`src/rtl/pc_redirect_ctrl.sv`:
```
// Next-PC sequencer for the fetch stage.
// It selects the next PC from five sources: exception vector, ERET return,
// EX-stage branch, ID-stage redirect, or sequential PC+4. A redirect that
// arrives while fetch is stalled is parked in a pending register. It is
// applied on the first unstalled cycle.
//
// state | meaning
// ------+-----------------------------------------------------------
// RUN   | no redirect waiting; live requests apply immediately
// PEND  | pend_target/pend_lvl hold a redirect waiting for the stall
//       | to release
module pc_redirect_ctrl #(
    parameter logic [31:0] RESET_PC   = 32'h00400000,
    parameter logic [31:0] EXC_VECTOR = 32'h00400004
) (
    input  logic        clk,
    input  logic        rst,
    input  logic [31:0] pc_cur,
    input  logic        fetch_block,
    input  logic        id_redir,
    input  logic [31:0] id_target,
    input  logic        ex_redir,
    input  logic [31:0] ex_target,
    input  logic        exc_req,
    input  logic [31:0] exc_pc,
    input  logic        eret_req,
    output logic [31:0] pc_next,
    output logic        pc_ena,
    output logic        flush_if,
    output logic        flush_id,
    output logic [31:0] epc,
    output logic        pending
);

    typedef enum logic {
        ST_RUN  = 1'b0,
        ST_PEND = 1'b1
    } state_t;

    localparam logic [1:0] LVL_ID   = 2'd0;
    localparam logic [1:0] LVL_EX   = 2'd1;
    localparam logic [1:0] LVL_ERET = 2'd2;
    localparam logic [1:0] LVL_EXC  = 2'd3;

    state_t      state_q, state_d;
    logic [31:0] pend_target_q, pend_target_d;
    logic [1:0]  pend_lvl_q, pend_lvl_d;
    logic [31:0] epc_q;

    logic        live_valid;
    logic [1:0]  live_lvl;
    logic [31:0] live_target;
    logic        use_live;
    logic [31:0] eff_target;
    logic [1:0]  eff_lvl;

    // Pick this cycle's highest-level request; lower ones are dropped.
    always_comb begin
        live_valid  = 1'b1;
        live_lvl    = LVL_ID;
        live_target = id_target;
        if (exc_req) begin
            live_lvl    = LVL_EXC;
            live_target = EXC_VECTOR;
        end else if (eret_req) begin
            live_lvl    = LVL_ERET;
            live_target = epc_q;
        end else if (ex_redir) begin
            live_lvl    = LVL_EX;
            live_target = ex_target;
        end else if (!id_redir) begin
            live_valid  = 1'b0;
        end
    end

    // Merge the live winner with the parked redirect; equal level overwrites.
    always_comb begin
        use_live   = live_valid && (live_lvl >= pend_lvl_q);
        eff_target = use_live ? live_target : pend_target_q;
        eff_lvl    = use_live ? live_lvl    : pend_lvl_q;
    end

    // Next-state, next-PC and flush strobes; reset overrides everything.
    always_comb begin
        state_d       = state_q;
        pend_target_d = pend_target_q;
        pend_lvl_d    = pend_lvl_q;
        pc_next       = pc_cur + 32'd4;
        pc_ena        = 1'b1;
        flush_if      = 1'b0;
        flush_id      = 1'b0;

        unique case (state_q)
            ST_RUN: begin
                if (live_valid) begin
                    pc_next = live_target;
                    if (fetch_block) begin
                        pend_target_d = live_target;
                        pend_lvl_d    = live_lvl;
                        state_d       = ST_PEND;
                    end else begin
                        flush_if = 1'b1;
                        flush_id = (live_lvl != LVL_ID);
                    end
                end
            end
            ST_PEND: begin
                if (fetch_block) begin
                    // The PC register is blocked, so pc_next shows the held target.
                    pc_next       = pend_target_q;
                    pend_target_d = eff_target;
                    pend_lvl_d    = eff_lvl;
                end else begin
                    pc_next  = eff_target;
                    flush_if = 1'b1;
                    flush_id = (eff_lvl != LVL_ID);
                    state_d  = ST_RUN;
                end
            end
            default: state_d = ST_RUN;
        endcase

        if (rst) begin
            pc_next  = RESET_PC;
            pc_ena   = 1'b0;
            flush_if = 1'b1;
            flush_id = 1'b1;
        end
    end

    // State and pending-redirect registers.
    always_ff @(posedge clk or posedge rst) begin
        if (rst) begin
            state_q       <= ST_RUN;
            pend_target_q <= 32'd0;
            pend_lvl_q    <= 2'd0;
        end else begin
            state_q       <= state_d;
            pend_target_q <= pend_target_d;
            pend_lvl_q    <= pend_lvl_d;
        end
    end

    // Capture the faulting PC on every exception request, applied or parked.
    always_ff @(posedge clk or posedge rst) begin
        if (rst) begin
            epc_q <= 32'd0;
        end else if (exc_req) begin
            epc_q <= exc_pc;
        end
    end

    assign epc     = epc_q;
    assign pending = (state_q == ST_PEND);

endmodule

```
`config.mk`:
```
export PLATFORM = sky130hd
export DESIGN_NAME = pc_redirect_ctrl
export DESIGN_NICKNAME = d
export VERILOG_FILES = /design/src/rtl/pc_redirect_ctrl.sv
export SDC_FILE = /design/constraint.sdc
export NUM_CORES = 1
export LEC_CHECK = 0
export BUFFER_PORTS_ARGS = -buffer_cell sky130_fd_sc_hd__clkbuf_2
export CAP_MARGIN = 20
export CORE_MARGIN = 10
export CORE_UTILIZATION = 30
export DETAILED_ROUTE_END_ITERATION = 8
export GPL_TIMING_DRIVEN = 0
export SLEW_MARGIN = 20
export SYNTH_ARGS = -nofsm -noshare
export SYNTH_HDL_FRONTEND = slang
export SYNTH_SLANG_ARGS = --single-unit
```
`constraint.sdc`:
```
create_clock -name clk -period 9.3 [get_ports clk]
set_input_delay 0.465 -clock clk [delete_from_list [all_inputs] [get_ports clk]]
set_output_delay 0.465 -clock clk [all_outputs]
set_load 0.03 [all_outputs]
```
* Word-level counts from Yosys, hierarchy flattened *
Cells that the tools add are included.

word-level totals
  bits in registers = 67
  input bits = 135
  output and inout bits = 68

operators by class
  $add $sub $neg = 1
  magnitude comparators = 1
  eq/ne operators = 3
  muxes and demuxes = 37
  bitwise logic cells = 1
  reductions and logical operators = 4

operators with widths
  operator                                                         count
  32-bit 2-to-1 mux                                                10
  32-bit one-hot mux with 2 select lines                           2
  32-bit by 3-bit adder with 32-bit output, second input constant  1
  1-bit 2-to-1 mux                                                 15
  2-bit 2-to-1 mux                                                 6
  2-bit inequality test, second input constant                     3
  1-bit one-hot mux with 2 select lines                            3
  2-bit one-hot mux with 2 select lines                            1
  2-bit nonzero test                                               2
  3-bit AND reduction                                              1
  2-bit greater-or-equal comparator                                1
  1-bit logical AND                                                1
  1-bit NOT                                                        1

* Depth between registers and ports, before layout *
  depth in word-level cells = 10
  mapped depth = 12
  gate-level depth less buffers = 8

* Worst setup path after synthesis *
OpenSTA, ideal clock, no wires.

  path kind = input to output
  start = input rst
  end = output flush_if
  arrival time = 4.152 ns
  data required time = 8.835 ns
  setup slack = 4.683 ns
  stages on the path = 3
  buffers on the path = 1
  cells stage by stage = inv_1 clkbuf_1 o21ai_0

between the ends
  longest elaborated chain between the ends = 1

ends and longest elaborated chain
  element           RTL line  text
  start, declared   17        input logic rst,
  1-bit 2-to-1 mux  123       if (rst) begin
  end, declared     29        output logic flush_if,

No other way between the ends.

* Worst setup path in the final report *
  start = input eret_req
  end = output pc_next[29]

between the ends
  longest elaborated chain between the ends = 8

ends and longest elaborated chain
  element                                     RTL line  text
  start, declared                             26        input logic eret_req,
  2-bit 2-to-1 mux                            65        end else if (eret_req) begin
  2-bit 2-to-1 mux                            62        if (exc_req) begin
  2-bit greater-or-equal comparator           78        use_live = live_valid && (live_lvl >= pend_lvl_q);
  1-bit logical AND                           78
  32-bit 2-to-1 mux                           79        eff_target = use_live ? live_target : pend_target_q;
  32-bit 2-to-1 mux                           108       if (fetch_block) begin
  32-bit one-hot mux with 2 select lines (*)  93        unique case (state_q)
  32-bit 2-to-1 mux (*)                       123
  end, declared                               27        output logic [31:0] pc_next,

Mark *: on every way between the ends. The rest lies on a longest branch, timed or not.

==> impl_metrics.csv <==
group,metric,value,unit
outcome,status,"finished clean",
timing,finalCriticalPeriod,4340,ps
floorplan,dieHeight,146,µm
clocking,htreeDepth,3,
finish,seq_area,1680,µm²
route,dr.pass1.iters,5,
global_route,first_global_vias,5313,
timing,rsz0062_at_grt,"no",
power,p_switching,0.000369,W
yosys,yosysWarnings,0,
power,power_frac_clock,0.334,
power,ir_worst_vdd,0.0891,mV
finish,area_growth,33.4,%
setup_path,endpoint_kind,"primary output",
timing,drv_slew,0,
power,powerDensity,161,nW/µm²
power,p_int,0.000659,W
yosys,yosysMostFrequentCell,"nand2_1",
setup_path,endpoint,"pc_next[29]",
setup_path,crit_path_start_kind,"input port",
timing,hold_viol_final,0,
clocking,ctsRootBufferMaster,"clkbuf_16",
setup_path,arrival,3870,ps
finish,layout-drive-gt1-share,0.378,
yosys,synthTopCellsByCount,"nand2_1 (139), dfrtp_1 (67), a21oi_1 (58), mux2_2 (58), nor2_1 (25)",
floorplan,pin_count,203,
finish,multi_input_area,2880,µm²
global_route,grt_max_degree,42,
route,vias,5217,
yosys,synth_area,4790,µm²
setup_path,timing.rr.end,"pend_target_q[13]$_DFFE_PP0P_",
timing,setup_tns,0,ps
min_path,hp-class,"input port to flop",
finish,nets,935,
clocking,cts_tree,"done",
timing,finalSetupViolations,0,
yosys,synth_cell_types,46,
finish,fill_cells,1709,
global_route,global_route.overflow_total,0,
power,seqPwrFrac,0.347,
timing,timing.final.crit_share,0.467,
setup_path,startpoint,"eret_req",
setup_path,crit_required,8840,ps
setup_path,ff2ff_path_depth,8,
yosys,ys_seq_area_frac,0.350,
power,p_comb_frac,0.319,
clocking,clkSinkCount,67,
power,p_leak,3.04,nW
global_route,grt_use_total,0.184,
route,first_iter_violations,369,
timing,maxSlewHeadroom,0.463,
finish,diodes,0,
finish,final_util,0.405,
place,gp_congestion,0.930,
floorplan,fp.coreArea,15800,µm²
floorplan,start_util,0.304,
yosys,ys.flop_type,"dfrtp_1",
power,swShare,0.359,
global_route,antenna_found_initial,0,
setup_path,path_max_fanout,10,
yosys,syn_avg_cell_area,8.22,µm²
yosys,synth_top_area_frac,0.350,
yosys,syn_inst,583,
clocking,cts_resized,0,
yosys,synth_edf_count,0,
clocking,clk_pin_slew,50,ps
yosys,yosys.area.top_type,"dfrtp_1",
route,wl_per_cell,19.7,µm
floorplan,die_area,21400,µm²
route,ant_nets,0,
yosys,synth_nets,721,
floorplan,row_count,46,
setup_path,timing.rr.start,"pend_lvl_q[0]$_DFFE_PP0P_",
yosys,synth_area_leaders,"dfrtp_1 (35%), mux2_2 (14%), nand2_1 (11%)",
clocking,cts_buffers,9,
yosys,async_reset_ff_frac,1.00,
timing,clock_skew,8.02,ps
global_route,grt_pass1_wl,31200,µm
timing,fmax,230,MHz
clocking,cts_setup_buffers,0,
setup_path,rrSetupSlack,6840,ps
clocking,cts_buffer_depth,2,
route,viasPerCell,5.12,
clocking,clock_latency,330,ps
clocking,hold_buffers,0,
floorplan,die_w,146,µm
route,route.detailed.drc,0,
job,cap_viol_max_count,0,
place,post-dp-hpwl,16300,µm
place,dp_cells,1002,
timing,worst_slew_pin_slew,799,ps
route,wl,20100,µm
finish,fin_cells,1018,
setup_path,critPathKind,"input port to primary output",
place,io_buffers,202,
yosys,synth-seq-cells,67,
state kept, by name, indices dropped and copies added (netlist names):
signal / flops
pending: 1
epc: 32
pend_lvl_q: 2
pend_target_q: 32
through the flow:
step / hold WS (ps) / worst slack, ps / instance area (µm²) / power (W)
finish: 347 / 4960 / 6390 / 0.00103
global route: 357 / 4680 / 6390 / 0.00108
CTS: 342 / 5000 / 6390 / 0.00103
detailed placement: 463 / 5050 / 6090 / 0.000688
global placement: 455 / 3490 / 6070 / 0.000683
floorplan: 439 / 4680 / 4790 / 0.000563
kinds of logic (layout without fill, tap and decap cells):
group / Yosys count / count (layout) / synth area share
simple gates: 229 / 229 / 0.215
compound gates: 140 / 140 / 0.185
flops: 67 / 67 / 0.350
mux: 64 / 64 / 0.149
buf+inv: 56 / 275 / 0.0488
xor+xnor: 24 / 24 / 0.0439
fa+ha+maj: 3 / 3 / 0.00784
cell type report:
| type | instances | area share |
|---|---|---|
| Multi-Input combinational cell | 460 | 0.450 |
| Timing Repair Buffer | 203 | 0.161 |
| Inverter | 15 | 0.00881 |
| Tap cell | 216 | 0.0423 |
| Clock inverter | 4 | 0.00783 |
| Clock buffer | 12 | 0.0386 |
| Sequential cell | 67 | 0.262 |
| Buffer | 41 | 0.0284 |
how the worst min path moves through the flow:
stage                                    end  slack [ps]                     startpoint  cells after the start
2_1_floorplan  pend_target_q[22]$_DFFE_PP0P_         440  pend_target_q[22]$_DFFE_PP0P_                      2
3_3_place_gp   pend_target_q[12]$_DFFE_PP0P_         450  pend_target_q[12]$_DFFE_PP0P_                      2
3_5_place_dp   pend_target_q[20]$_DFFE_PP0P_         460  pend_target_q[20]$_DFFE_PP0P_                      2
4_1_cts                  epc[21]$_DFFE_PP0P_         340                     exc_pc[21]                      3
5_1_grt                  epc[24]$_DFFE_PP0P_         360                     exc_pc[24]                      2
6_report                 epc[21]$_DFFE_PP0P_         350                     exc_pc[21]                      3
critical path, stage by stage:
cell and delay, ps:
clkbuf_2 110, buf_2 190, inv_1 170, clkbuf_1 430, a21oi_1 230, ha_1 320, nand2b_1 160, a21oi_1 570
o21ai_1 330, buf_2 280, o221ai_1 340, a21oi_1 70, clkbuf_2 210
layer usage:
layer	up-vias	global-route usage	wire length [µm]
met4	0	0.0460	290
met1	2460	0.247	9090
met5	-	0	0
met3	16	0.0491	1650
li1	2518	-	-
met2	223	0.285	9040
power groups by stage:
| stage | clock network, W | logic (W) | registers, W |
|---|---|---|---|
| final | 0.000343 | 0.000328 | 0.000356 |
| after global routing | 0.000361 | 0.000358 | 0.000362 |
| after CTS | 0.000349 | 0.000328 | 0.000356 |
| after detailed placement | 0 | 0.000327 | 0.000361 |
| after global placement | 0 | 0.000324 | 0.000360 |
| after floorplan | 0 | 0.000180 | 0.000383 |
layout by cell type (no fill, tap or decap), types with 6 or more instances in the layout:
cell type / instances
mux2i_1: 6
a21oi_1: 58
nor2_1: 25
nand2_1: 139
a31oi_1: 6
nand3_1: 12
o21ai_0: 21
xnor2_1: 13
clkbuf_1: 20
inv_1: 14
nor3_1: 9
mux2_2: 58
dfrtp_1: 67
clkbuf_2: 202
o211ai_1: 6
a211oi_1: 6
o221ai_1: 18
clkbuf_16: 9
and3_1: 6
nand4_1: 11
xor2_1: 11
nand2b_1: 6
buf_2: 19
(Power assumes the default switching activity.)
